===== src/rtl/npu_avmm_pkg.sv =====
// Shared Avalon-MM definitions for the NPU SDRAM path.
// The load/store engine and the burst responder both import this package,
// so the burst state encoding and the RF-line geometry stay in one place.
package npu_avmm_pkg;

    // Width of one SDRAM beat and of one register-file line.
    localparam int SDRAM_DATA_W = 128;
    localparam int RF_DATA_W    = 512;

    // Number of SDRAM beats needed to move one register-file line.
    localparam int BEATS_PER_RF_LINE = RF_DATA_W / SDRAM_DATA_W;

    // Burst responder command states.
    typedef enum logic [1:0] {
        IDLE     = 2'd0,
        RD_BURST = 2'd1,
        WR_BURST = 2'd2
    } state_t;

endpackage


===== src/rtl/sdram_burst_responder.sv =====
// Avalon-MM burst slave in front of a single-port memory with one cycle of
// read latency. Each burst beat becomes one memory access; read data comes
// back in order two cycles after the beat is issued. One burst at a time.
module sdram_burst_responder
    import npu_avmm_pkg::*;
#(
    parameter int DATA_W     = 128,
    parameter int ADDR_W     = 32,
    parameter int MEM_ADDR_W = 12,
    parameter int BURST_W    = 8
) (
    input  logic                  clk,
    input  logic                  rst_n,
    input  logic [ADDR_W-1:0]     avs_address,
    input  logic                  avs_read,
    input  logic                  avs_write,
    input  logic [BURST_W-1:0]    avs_burstcount,
    input  logic [DATA_W/8-1:0]   avs_byteenable,
    input  logic [DATA_W-1:0]     avs_writedata,
    output logic                  avs_waitrequest,
    output logic [DATA_W-1:0]     avs_readdata,
    output logic                  avs_readdatavalid,
    output logic [MEM_ADDR_W-1:0] mem_addr,
    output logic [DATA_W-1:0]     mem_d,
    output logic [DATA_W/8-1:0]   mem_be,
    output logic                  mem_we,
    output logic                  mem_re,
    input  logic [DATA_W-1:0]     mem_q,
    output logic                  proto_err
);

    state_t                state;
    logic [BURST_W-1:0]    remaining;
    logic [MEM_ADDR_W-1:0] addr_reg;
    logic                  rd_pend;

    logic [MEM_ADDR_W-1:0] start_addr;
    logic [BURST_W-1:0]    first_remaining;
    logic                  addr_hi_unused;

    // Only the low address bits reach the memory; the rest wrap away.
    assign start_addr     = avs_address[MEM_ADDR_W-1:0];
    assign addr_hi_unused = ^avs_address[ADDR_W-1:MEM_ADDR_W];

    // Beats left after the first one; a burstcount of zero means one beat.
    assign first_remaining = (avs_burstcount == '0) ? '0
                                                    : avs_burstcount - BURST_W'(1);

    // Read bursts stream from the beat counter, so new commands wait.
    assign avs_waitrequest = (state == RD_BURST);

    // Memory strobes are decoded from state and the live Avalon inputs.
    always_comb begin
        mem_addr = '0;
        mem_d    = '0;
        mem_be   = '0;
        mem_we   = 1'b0;
        mem_re   = 1'b0;
        case (state)
            IDLE: begin
                if (avs_read) begin
                    mem_re   = 1'b1;
                    mem_addr = start_addr;
                end else if (avs_write) begin
                    mem_we   = 1'b1;
                    mem_addr = start_addr;
                    mem_d    = avs_writedata;
                    mem_be   = avs_byteenable;
                end
            end
            RD_BURST: begin
                mem_re   = 1'b1;
                mem_addr = addr_reg;
            end
            WR_BURST: begin
                if (avs_write) begin
                    mem_we   = 1'b1;
                    mem_addr = addr_reg;
                    mem_d    = avs_writedata;
                    mem_be   = avs_byteenable;
                end
            end
            default: begin
            end
        endcase
    end

    // Burst FSM: tracks the next beat address, beats left and protocol errors.
    always_ff @(posedge clk or negedge rst_n) begin
        if (!rst_n) begin
            state     <= IDLE;
            remaining <= '0;
            addr_reg  <= '0;
            proto_err <= 1'b0;
        end else begin
            case (state)
                IDLE: begin
                    if (avs_read) begin
                        if (avs_write) begin
                            proto_err <= 1'b1;
                        end
                        if (first_remaining != '0) begin
                            state     <= RD_BURST;
                            remaining <= first_remaining;
                            addr_reg  <= start_addr + MEM_ADDR_W'(1);
                        end
                    end else if (avs_write) begin
                        if (first_remaining != '0) begin
                            state     <= WR_BURST;
                            remaining <= first_remaining;
                            addr_reg  <= start_addr + MEM_ADDR_W'(1);
                        end
                    end
                end
                RD_BURST: begin
                    addr_reg  <= addr_reg + MEM_ADDR_W'(1);
                    remaining <= remaining - BURST_W'(1);
                    if (remaining == BURST_W'(1)) begin
                        state <= IDLE;
                    end
                end
                WR_BURST: begin
                    if (avs_read) begin
                        proto_err <= 1'b1;
                    end
                    if (avs_write) begin
                        addr_reg  <= addr_reg + MEM_ADDR_W'(1);
                        remaining <= remaining - BURST_W'(1);
                        if (remaining == BURST_W'(1)) begin
                            state <= IDLE;
                        end
                    end
                end
                default: begin
                    state <= IDLE;
                end
            endcase
        end
    end

    // Read return pipeline: memory answers a cycle after mem_re, then the
    // beat is registered onto the Avalon side, independent of the FSM.
    always_ff @(posedge clk or negedge rst_n) begin
        if (!rst_n) begin
            rd_pend           <= 1'b0;
            avs_readdatavalid <= 1'b0;
            avs_readdata      <= '0;
        end else begin
            rd_pend           <= mem_re;
            avs_readdatavalid <= rd_pend;
            if (rd_pend) begin
                avs_readdata <= mem_q;
            end
        end
    end

endmodule


===== config.mk =====
export PLATFORM = sky130hd
export DESIGN_NAME = sdram_burst_responder
export DESIGN_NICKNAME = d
export VERILOG_FILES = /design/src/rtl/npu_avmm_pkg.sv /design/src/rtl/sdram_burst_responder.sv
export SDC_FILE = /design/constraint.sdc
export NUM_CORES = 1
export LEC_CHECK = 0
export CAP_MARGIN = 25
export CORE_AREA = 2 2 235 237
export DETAILED_ROUTE_END_ITERATION = 8
export DIE_AREA = 0 0 237 239
export GPL_ROUTABILITY_DRIVEN = 0
export SYNTH_ARGS = -nofsm -noshare
export SYNTH_HDL_FRONTEND = slang
export SYNTH_SLANG_ARGS = --single-unit

===== constraint.sdc =====
create_clock -name clk -period 4.21 [get_ports clk]
set_input_delay 0.6315 -clock clk [delete_from_list [all_inputs] [get_ports clk]]
set_output_delay 0.6315 -clock clk [all_outputs]
set_load 0.01 [all_outputs]

==> impl_metrics.json, run 1 <==
{
  "status": "completed",
  "ys_warn_count": 0,
  "grt_overflow": 0,
  "port_buffers": 584,
  "async_reset_ff_share_pct": 100,
  "core_sq_um": 54300,
  "fill_cells": 5608,
  "cts_tree": "done",
  "p_leak_uw": 0.00592,
  "holdBufCountCts": 0,
  "cp_slowest_cell": "clkdlybuf4s50_1",
  "crit_path_start_kind": "flop",
  "syn-mean-instance-area_sq_um": 11.1,
  "fin_util_pct": 28.1,
  "max_stage_delay_ns": 0.57,
  "yosysSeqAreaShare_pct": 48.2,
  "r2r_cells": 9,
  "clkSinkCount": 153,
  "largest_register_ffs": 128,
  "finalPower_uw": 9680,
  "powerDensity_nw_per_um2": 634,
  "path_cells": "inv_1, ha_1, nor2b_1, nor2_1, nor2b_4, buf_4, and2_1, clkdlybuf4s50_1",
  "syn2layout_area_growth_pct": 92.3,
  "fp.dieArea_sq_um": 56600,
  "synth-seq-cells": 153,
  "min_period_ns": 3.75,
  "critical_path_peak_fanout": 17,
  "drive_gt1_share_pct": 15.0,
  "wl_per_cell_um": 21.8,
  "clk_path_buf_depth": 2,
  "register_area_sq_um": 3830,
  "cp.required_ns": 3.58,
  "die_h_um": 239,
  "nets": 1615,
  "clk_pin_slew_ns": 0.07,
  "grt_pass1_wl_um": 60000,
  "grt_util_all_layers_pct": 15.1,
  "path_delay_family": "simple AND/OR/NAND/NOR gates",
  "fmax_mhz": 267,
  "initial_utilization_pct": 14.6,
  "antenna_left": 0,
  "multi_input_area_sq_um": 3900,
  "worstSkewPairLatency_ns": 0.46,
  "rsz0062_at_grt": "false",
  "io_pins": 605,
  "synth_area_leader_cell": "dfrtp_1",
  "end_kind": "primary output",
  "drc_errors": 0,
  "htree_levels": 4,
  "use_met2_pct": 28.9,
  "grt_pass1_vias": 8165,
  "netlist_area_sq_um": 7940,
  "core.rowCount": 86,
  "cts_resized": 0,
  "path_depth": 8,
  "max-vdd-ir-drop_mv": 0.285,
  "use_met1_pct": 13.3,
  "arrival_ns": 3.12,
  "met3_usage_pct": 7.33,
  "synthCells": 718,
  "drt-total-wl_um": 44100,
  "timing.rr.end": "addr_reg[10]",
  "cp_num_buf_inv": 3,
  "hpwl_um": 38100,
  "antenna_found_initial": 26,
  "first_iter_violations": 356,
  "setup_viol": 0,
  "fin_setup_tns_ns": 0,
  "ys_types": 58,
  "min_path_type": "in2async",
  "placed_cells": 1975,
  "relSlewSlack_pct": 33.7,
  "hold_slack_ns": 0.202,
  "grt.busiest_layer": "met2",
  "numCtsBuffers": 17,
  "slew_violations": 0,
  "via_per_inst": 3.95,
  "synthTopCellsByArea": "dfrtp_1, mux2_2, and2_1, nor2_1, clkbuf_1",
  "rrSetupSlack_ns": 0.85,
  "grt_max_degree": 85,
  "drv_cap": 0,
  "period_share_pct": 89.1,
  "synth_edf_count": 0,
  "die-width_um": 237,
  "fin_cells": 2019,
  "num_vias": 7980,
  "hold_viol_final": 0,
  "finClkSkew_ns": 0.0130,
  "reg2reg_from": "state[1]",
  "first_pass_iters": 5,
  "cts-root-buf": "clkbuf_16",
  "post_cts_buffers": 0,
  "synth_top_area_share_pct": 48.2,
  "syn_nets": 1043,
  "synth-main-ff-cell": "dfrtp_1",
  "worst_pin_slew_ns": 0.994,
  "crit_type": "reg2out"
}
==> final cells by class <==
type                            count  area share (%)
Antenna cell                       12           0.197
Clock buffer                       17            2.79
Clock inverter                     15            1.16
Inverter                            9           0.221
Multi-Input combinational cell    510            25.5
Sequential cell                   153            25.1
Tap cell                          704            5.77
Timing Repair Buffer              599            39.3
==> stage by stage <==
step	instance area [sq um]	worst slack, ns
after floorplan	7940	0.826
after detailed placement	14600	0.554
after global placement	14600	0.546
after CTS	15200	0.406
final	15300	0.461
after global routing	15300	0.270
==> cell usage after synthesis (2+ instances only) <==
cell and instances:
and3_1 2, o2bb2ai_1 5, mux2_2 134, a21oi_1 10, inv_1 9, nand3_1 17, a211oi_2 2, buf_4 2
dfrtp_1 153, and2_1 144, o211ai_1 4, xnor2_1 4, o21ai_0 9, a22oi_1 13, nor3b_1 4, nand3b_1 4
a21o_1 5, nor2b_1 8, nand4_1 3, nand2b_1 5, nor2_1 39, or3_1 2, o22ai_1 4, mux2i_1 10
nand2_1 24, nand4b_1 2, nor4_1 2, or2_2 2, ha_1 9, buf_1 2, nor3_1 15, clkbuf_1 38
a31oi_1 3, buf_2 3, nor4b_1 3
==> power breakdown <==
part | internal [uW] | total, uW | switching [uW]
clock network | 895 | 1600 | 704
logic | 3060 | 5290 | 2230
registers | 2230 | 2790 | 561
total | 6190 | 9680 | 3490
==> routing by layer <==
metal / part of all wire [%] / wire length [um]
met1: 32 / 14300
met2: 54 / 23900
met3: 9.8 / 4330
met4: 3.6 / 1600
met5: 0.14 / 62
==> worst register-to-register path, cell delays in order (launching register included) <==
cell and delay (ns):
dfrtp_1 0.43, inv_1 0.11, ha_1 0.87, mux2_2 0.33, ha_1 0.20, inv_1 0.09, a221oi_2 0.44, nand3_1 0.21
or4_1 0.53, nand3_1 0.08
==> layout by cell type, fill, tap and decap left out, drive strengths merged, types with 8 or more instances in the layout <==
cell type,Yosys,routed
mux2i,10,10
nand3,17,17
a22oi,13,13
nand2,24,24
buf,8,16
nor3,15,15
inv,9,18
clkdlybuf4s50,0,583
o21ai,11,11
diode,0,12
and2,144,144
mux2,134,134
nor2b,8,8
ha,9,9
nor2,39,39
dfrtp,153,153
clkbuf,38,17
a21oi,11,11
==> cells by family (layout without fill, tap and decap cells) <==
group	after synthesis	after routing	share of synthesized area, %
other	0	12	0
AND/OR/NAND/NOR	280	280	20.0
AO/OA/AOI/OAI	73	73	6.82
buffers and inverters	55	640	2.84
XOR/XNOR	4	4	0.441
multiplexers	144	144	20.3
adder cells (fa/ha/maj)	9	9	1.42
flip-flops	153	153	48.2
==> worst max-delay path by stage <==
| stage | from | to |
|---|---|---|
| finish | state[1] | mem_d[74] |
| global route | state[1] | mem_d[74] |
| CTS | state[1] | mem_d[74] |
| detailed placement | avs_burstcount[0] | remaining[3] |
| global placement | avs_burstcount[0] | addr_reg[4] |
| floorplan | state[1] | addr_reg[10] |
No activity file was read; power rests on OpenSTA's default activity.
==> inputs of run 2 (changes only) <==
Settings changed: CORE_AREA 2 2 235 237 to 8 8 227 229, DIE_AREA 0 0 237 239 to 0 0 235 237.
==> run 2 against run 1 <==
Net effect: critical path depth did not move; sequential share of layout area rose by 0.33 points; sequential cell count did not move; critical path type unchanged; largest power group unchanged.
==> impl_metrics.json, run 2 (synthesized netlist as in run 1, its figures left out) <==
{
  "numCtsBuffers": 17,
  "min_path_type": "in2async",
  "drc_errors": 0,
  "num_vias": 7927,
  "crit_path_start_kind": "flop",
  "holdBufCountCts": 0,
  "port_buffers": 584,
  "grt_util_all_layers_pct": 15.8,
  "htree_levels": 4,
  "relSlewSlack_pct": 45.5,
  "layout_commonest_cell": "clkdlybuf4s50_1",
  "setup_viol": 0,
  "antenna_found_initial": 16,
  "nets": 1609,
  "end_kind": "primary output",
  "first_iter_violations": 395,
  "clk_path_buf_depth": 2,
  "rsz0062_at_grt": "false",
  "drv_cap": 0,
  "crit_type": "reg2out",
  "grt_pass1_vias": 8234,
  "fmax_mhz": 280,
  "fp.dieArea_sq_um": 55700,
  "die-width_um": 235,
  "finClkSkew_ns": 0.00910,
  "critical_path_peak_fanout": 110,
  "post_cts_buffers": 0,
  "cts_tree": "done",
  "grt_overflow": 0,
  "grt_max_degree": 111,
  "slew_violations": 0,
  "worstSkewPairLatency_ns": 0.45,
  "antenna_left": 0,
  "powerDensity_nw_per_um2": 639,
  "drive_gt1_share_pct": 14.6,
  "cts_resized": 0,
  "core_sq_um": 48100,
  "cp.required_ns": 3.58,
  "io_pins": 605,
  "hold_viol_final": 0,
  "die_h_um": 237,
  "via_per_inst": 4.12,
  "period_share_pct": 84.8,
  "min_period_ns": 3.57,
  "wl_per_cell_um": 23.8,
  "cts-root-buf": "clkbuf_16",
  "max-vdd-ir-drop_mv": 0.240,
  "layout_common_cells": "clkdlybuf4s50_1, dfrtp_1, and2_1, mux2_2, nor2_1",
  "largest_register_ffs": 128,
  "p_leak_uw": 0.00587,
  "clkSinkCount": 153,
  "core.rowCount": 81,
  "crit_start": "state[0]",
  "status": "completed",
  "initial_utilization_pct": 16.5,
  "hpwl_um": 39200,
  "finalPower_uw": 9620,
  "worst_pin_slew_ns": 0.818,
  "reg2reg_from": "state[1]",
  "arrival_ns": 2.94,
  "first_pass_iters": 5,
  "syn2layout_area_growth_pct": 89.8,
  "grt_pass1_wl_um": 63100,
  "clk_pin_slew_ns": 0.06,
  "drt-total-wl_um": 45800,
  "fin_setup_tns_ns": 0
}
## run 2: through the flow
step	area, sq um	worst slack [ns]	cells	hold slack (ns)	utilization (%)
global route	15100	0.443	1921	0.276	31.3
global placement	14500	0.627	1887	0.487	30.1
floorplan	7940	0.826	718	0.336	-
CTS	15100	0.551	1919	0.246	31.3
finish	15100	0.640	1924	0.234	31.3
detailed placement	14500	0.570	1887	0.494	30.1
## run 2: final timing paths
check / cells after the start / endpoint / slack (ns)
setup / recovery: 8 / mem_d[61] / 0.64
hold / removal: 1 / remaining[0] / 0.23
setup reg to reg: 9 / addr_reg[10] / 0.97
hold reg to reg: 1 / proto_err / 0.50
max in group asynchronous: 2 / avs_readdata[96] / 3.14
min in group clk: 1 / proto_err / 0.50
## run 2: cell type report
cell class / instances / area (sq um)
Tap cell: 622 / 778
Clock inverter: 13 / 111
Inverter: 9 / 33.8
Timing Repair Buffer: 593 / 5960
Fill cell: 4930 / 33100
Clock buffer: 19 / 443
Sequential cell: 153 / 3830
Antenna cell: 5 / 12.5
Multi-Input combinational cell: 510 / 3900
## run 2: report_power, final
group          leakage, uW  internal, uW  switching, uW
Combinational      0.00381          3040           2390
Sequential         0.00179          2230            504
Clock             0.000265           784            680
Total              0.00587          6060           3570
## run 2: worst max-delay path, stage by stage, from the launching register on
cell and delay, ns:
dfrtp_1 0.41, inv_1 0.13, ha_1 0.27, nor2b_1 0.19, nor2_1 0.11, nor2b_4 0.15
buf_12 0.29, and2_1 0.18, clkdlybuf4s50_1 0.68
## run 2: per-layer routing
metal | track usage [%] | share of wire (%) | up-vias
met3 | 6.98 | 9.0 | 45
met1 | 14.8 | 34 | 3878
met4 | 3.73 | 1.7 | 16
met2 | 30.8 | 55 | 349
li1 | - | - | 3639
met5 | 0 | 0.22 | -
==> inputs of run 3 (changes only) <==
Settings changed: CORE_AREA 8 8 227 229 to 8 8 231 233, DIE_AREA 0 0 235 237 to 0 0 239 241.
Clock period 4.21 ns to 3.1 ns, I/O delays scaled along.
==> run 3 against run 2 <==
Net effect: largest cell class unchanged; utilization shrank 0.24 points; highest routed layer unchanged; non-clock buffer count rose by 36; hold slack improved by 0.27 ns; clock power rose by 43%; critical path depth rose by 2; setup slack worse by 0.52 ns.
==> impl_metrics.json, run 3 (synthesized netlist as in run 1, its figures left out) <==
{
  "die_h_um": 241,
  "core_sq_um": 49700,
  "status": "completed",
  "port_buffers": 584,
  "fp.dieArea_sq_um": 57600,
  "grt_max_degree": 58,
  "crit_type": "reg2out",
  "io_pins": 605,
  "core.rowCount": 82,
  "arrival_ns": 2.52,
  "fmax_mhz": 335,
  "htree_levels": 4,
  "first_iter_violations": 364,
  "via_per_inst": 4.03,
  "crit_start": "state[0]",
  "num_vias": 8079,
  "antenna_found_initial": 15,
  "nets": 1645,
  "layout_common_cells": "clkdlybuf4s50_1, dfrtp_1, and2_1, dlygate4sd2_1, mux2_2",
  "crit_end": "mem_d[0]",
  "numCtsBuffers": 17,
  "reg2reg_from": "state[0]",
  "rsz0062_at_grt": "true",
  "grt_util_all_layers_pct": 15.3,
  "drv_cap": 0,
  "first_pass_iters": 4,
  "worstSkewPairLatency_ns": 0.46,
  "r2r_cells": 9,
  "clk_path_buf_depth": 2,
  "worst_pin_slew_ns": 0.576,
  "slew_violations": 0,
  "cts_tree": "done",
  "max-vdd-ir-drop_mv": 0.376,
  "syn2layout_area_growth_pct": 94.3,
  "period_share_pct": 96.3,
  "clkSinkCount": 153,
  "placed_cells": 1963,
  "cp_slowest_cell": "dfrtp_1",
  "finClkSkew_ns": 0.0100,
  "hold_slack_ns": 0.503,
  "hold_viol_final": 0,
  "initial_utilization_pct": 16.0,
  "antenna_left": 0,
  "layout_commonest_cell": "clkdlybuf4s50_1",
  "end_kind": "primary output",
  "setup_ws_ns": 0.115,
  "grt_pass1_wl_um": 63200,
  "cp.required_ns": 2.63,
  "rrSetupSlack_ns": 0.47,
  "cts-root-buf": "clkbuf_16",
  "min_path_type": "reg2reg",
  "die-width_um": 239,
  "p_leak_uw": 0.00674,
  "critical_path_peak_fanout": 18,
  "min_period_ns": 2.98,
  "max_stage_delay_ns": 0.38,
  "grt_overflow": 0,
  "fill_cells": 5224,
  "setup_viol": 0,
  "hpwl_um": 38900,
  "relSlewSlack_pct": 61.6,
  "fin_cells": 2007,
  "dp_slack_ns": 0.000957,
  "timing.rr.end": "addr_reg[10]",
  "wl_per_cell_um": 23.0,
  "crit_path_start_kind": "flop",
  "powerDensity_nw_per_um2": 867,
  "drive_gt1_share_pct": 17.7,
  "largest_register_ffs": 128,
  "drc_errors": 0,
  "clk_pin_slew_ns": 0.06,
  "grt_pass1_vias": 8422,
  "drt-total-wl_um": 46200,
  "path_cells": "inv_2, ha_4, nor2b_2, nor2_2, nor2b_4, buf_12, buf_4, bufbuf_16, and2_1, dlygate4sd2_1"
}
run 3: layer usage:
layer	routed length [um]	vias to the layer above	track usage (%)
li1	-	3700	-
met1	15000	3917	14.4
met2	25600	392	30.0
met3	4870	48	7.18
met4	518	22	3.27
met5	148	-	0
run 3: report_power, final:
group	switching, uW	leakage (uW)	total [uW]	internal (uW)
Combinational	3310	0.00466	7540	4230
Clock	905	0.000286	2090	1180
Sequential	711	0.00179	3740	3030
run 3: through the flow:
| stage | cell area, sq um | util [%] | TNS (ns) | power, uW |
|---|---|---|---|---|
| 3_3_place_gp | 14800 | 29.8 | 0 | 11300 |
| 5_1_grt | 15400 | 31.1 | -0.00385 | 14200 |
| 2_1_floorplan | 7960 | - | 0 | 7100 |
| 4_1_cts | 15400 | 31.1 | 0 | 13600 |
| 6_report | 15400 | 31.1 | 0 | 13400 |
| 3_5_place_dp | 14800 | 29.8 | 0 | 11400 |
run 3: cell type report:
cell class | count | area, sq um | share of cell area, %
multi-input cells | 510 | 3930 | 25.4
inverters | 9 | 33.8 | 0.219
repair buffers | 629 | 6210 | 40.2
clock inverters | 11 | 111 | 0.722
clock buffers | 21 | 470 | 3.05
diodes | 2 | 5.00 | 0.0324
well taps | 672 | 841 | 5.45
flip-flops and latches | 153 | 3830 | 24.8
run 3: critical path, delay by kind of cell (launching register included):
family,cells,cell delay [ns]
buffers and inverters,5,0.95
flip-flops,1,0.38
AND/OR/NAND/NOR,4,0.55
adder cells (fa/ha/maj),1,0.18
run 3: worst min-delay path by stage:
stage               slack, ns        startpoint  depth (start not counted)                end
floorplan                0.17             rst_n                          0        addr_reg[0]
global placement         0.49             rst_n                          1  avs_readdata[127]
detailed placement       0.49  avs_readdata[15]                          1   avs_readdata[15]
CTS                      0.51  avs_readdata[40]                          1   avs_readdata[40]
global route             0.51  avs_readdata[40]                          1   avs_readdata[40]
finish                   0.50         proto_err                          1          proto_err
run 3: repair_timing:
item,in CTS,in global routing
gates cloned,4,0
endpoints found under the hold margin,42,0
resized for setup,145,2
endpoints found under the setup margin,145,3
hold buffers,1,0
setup buffers,5,0
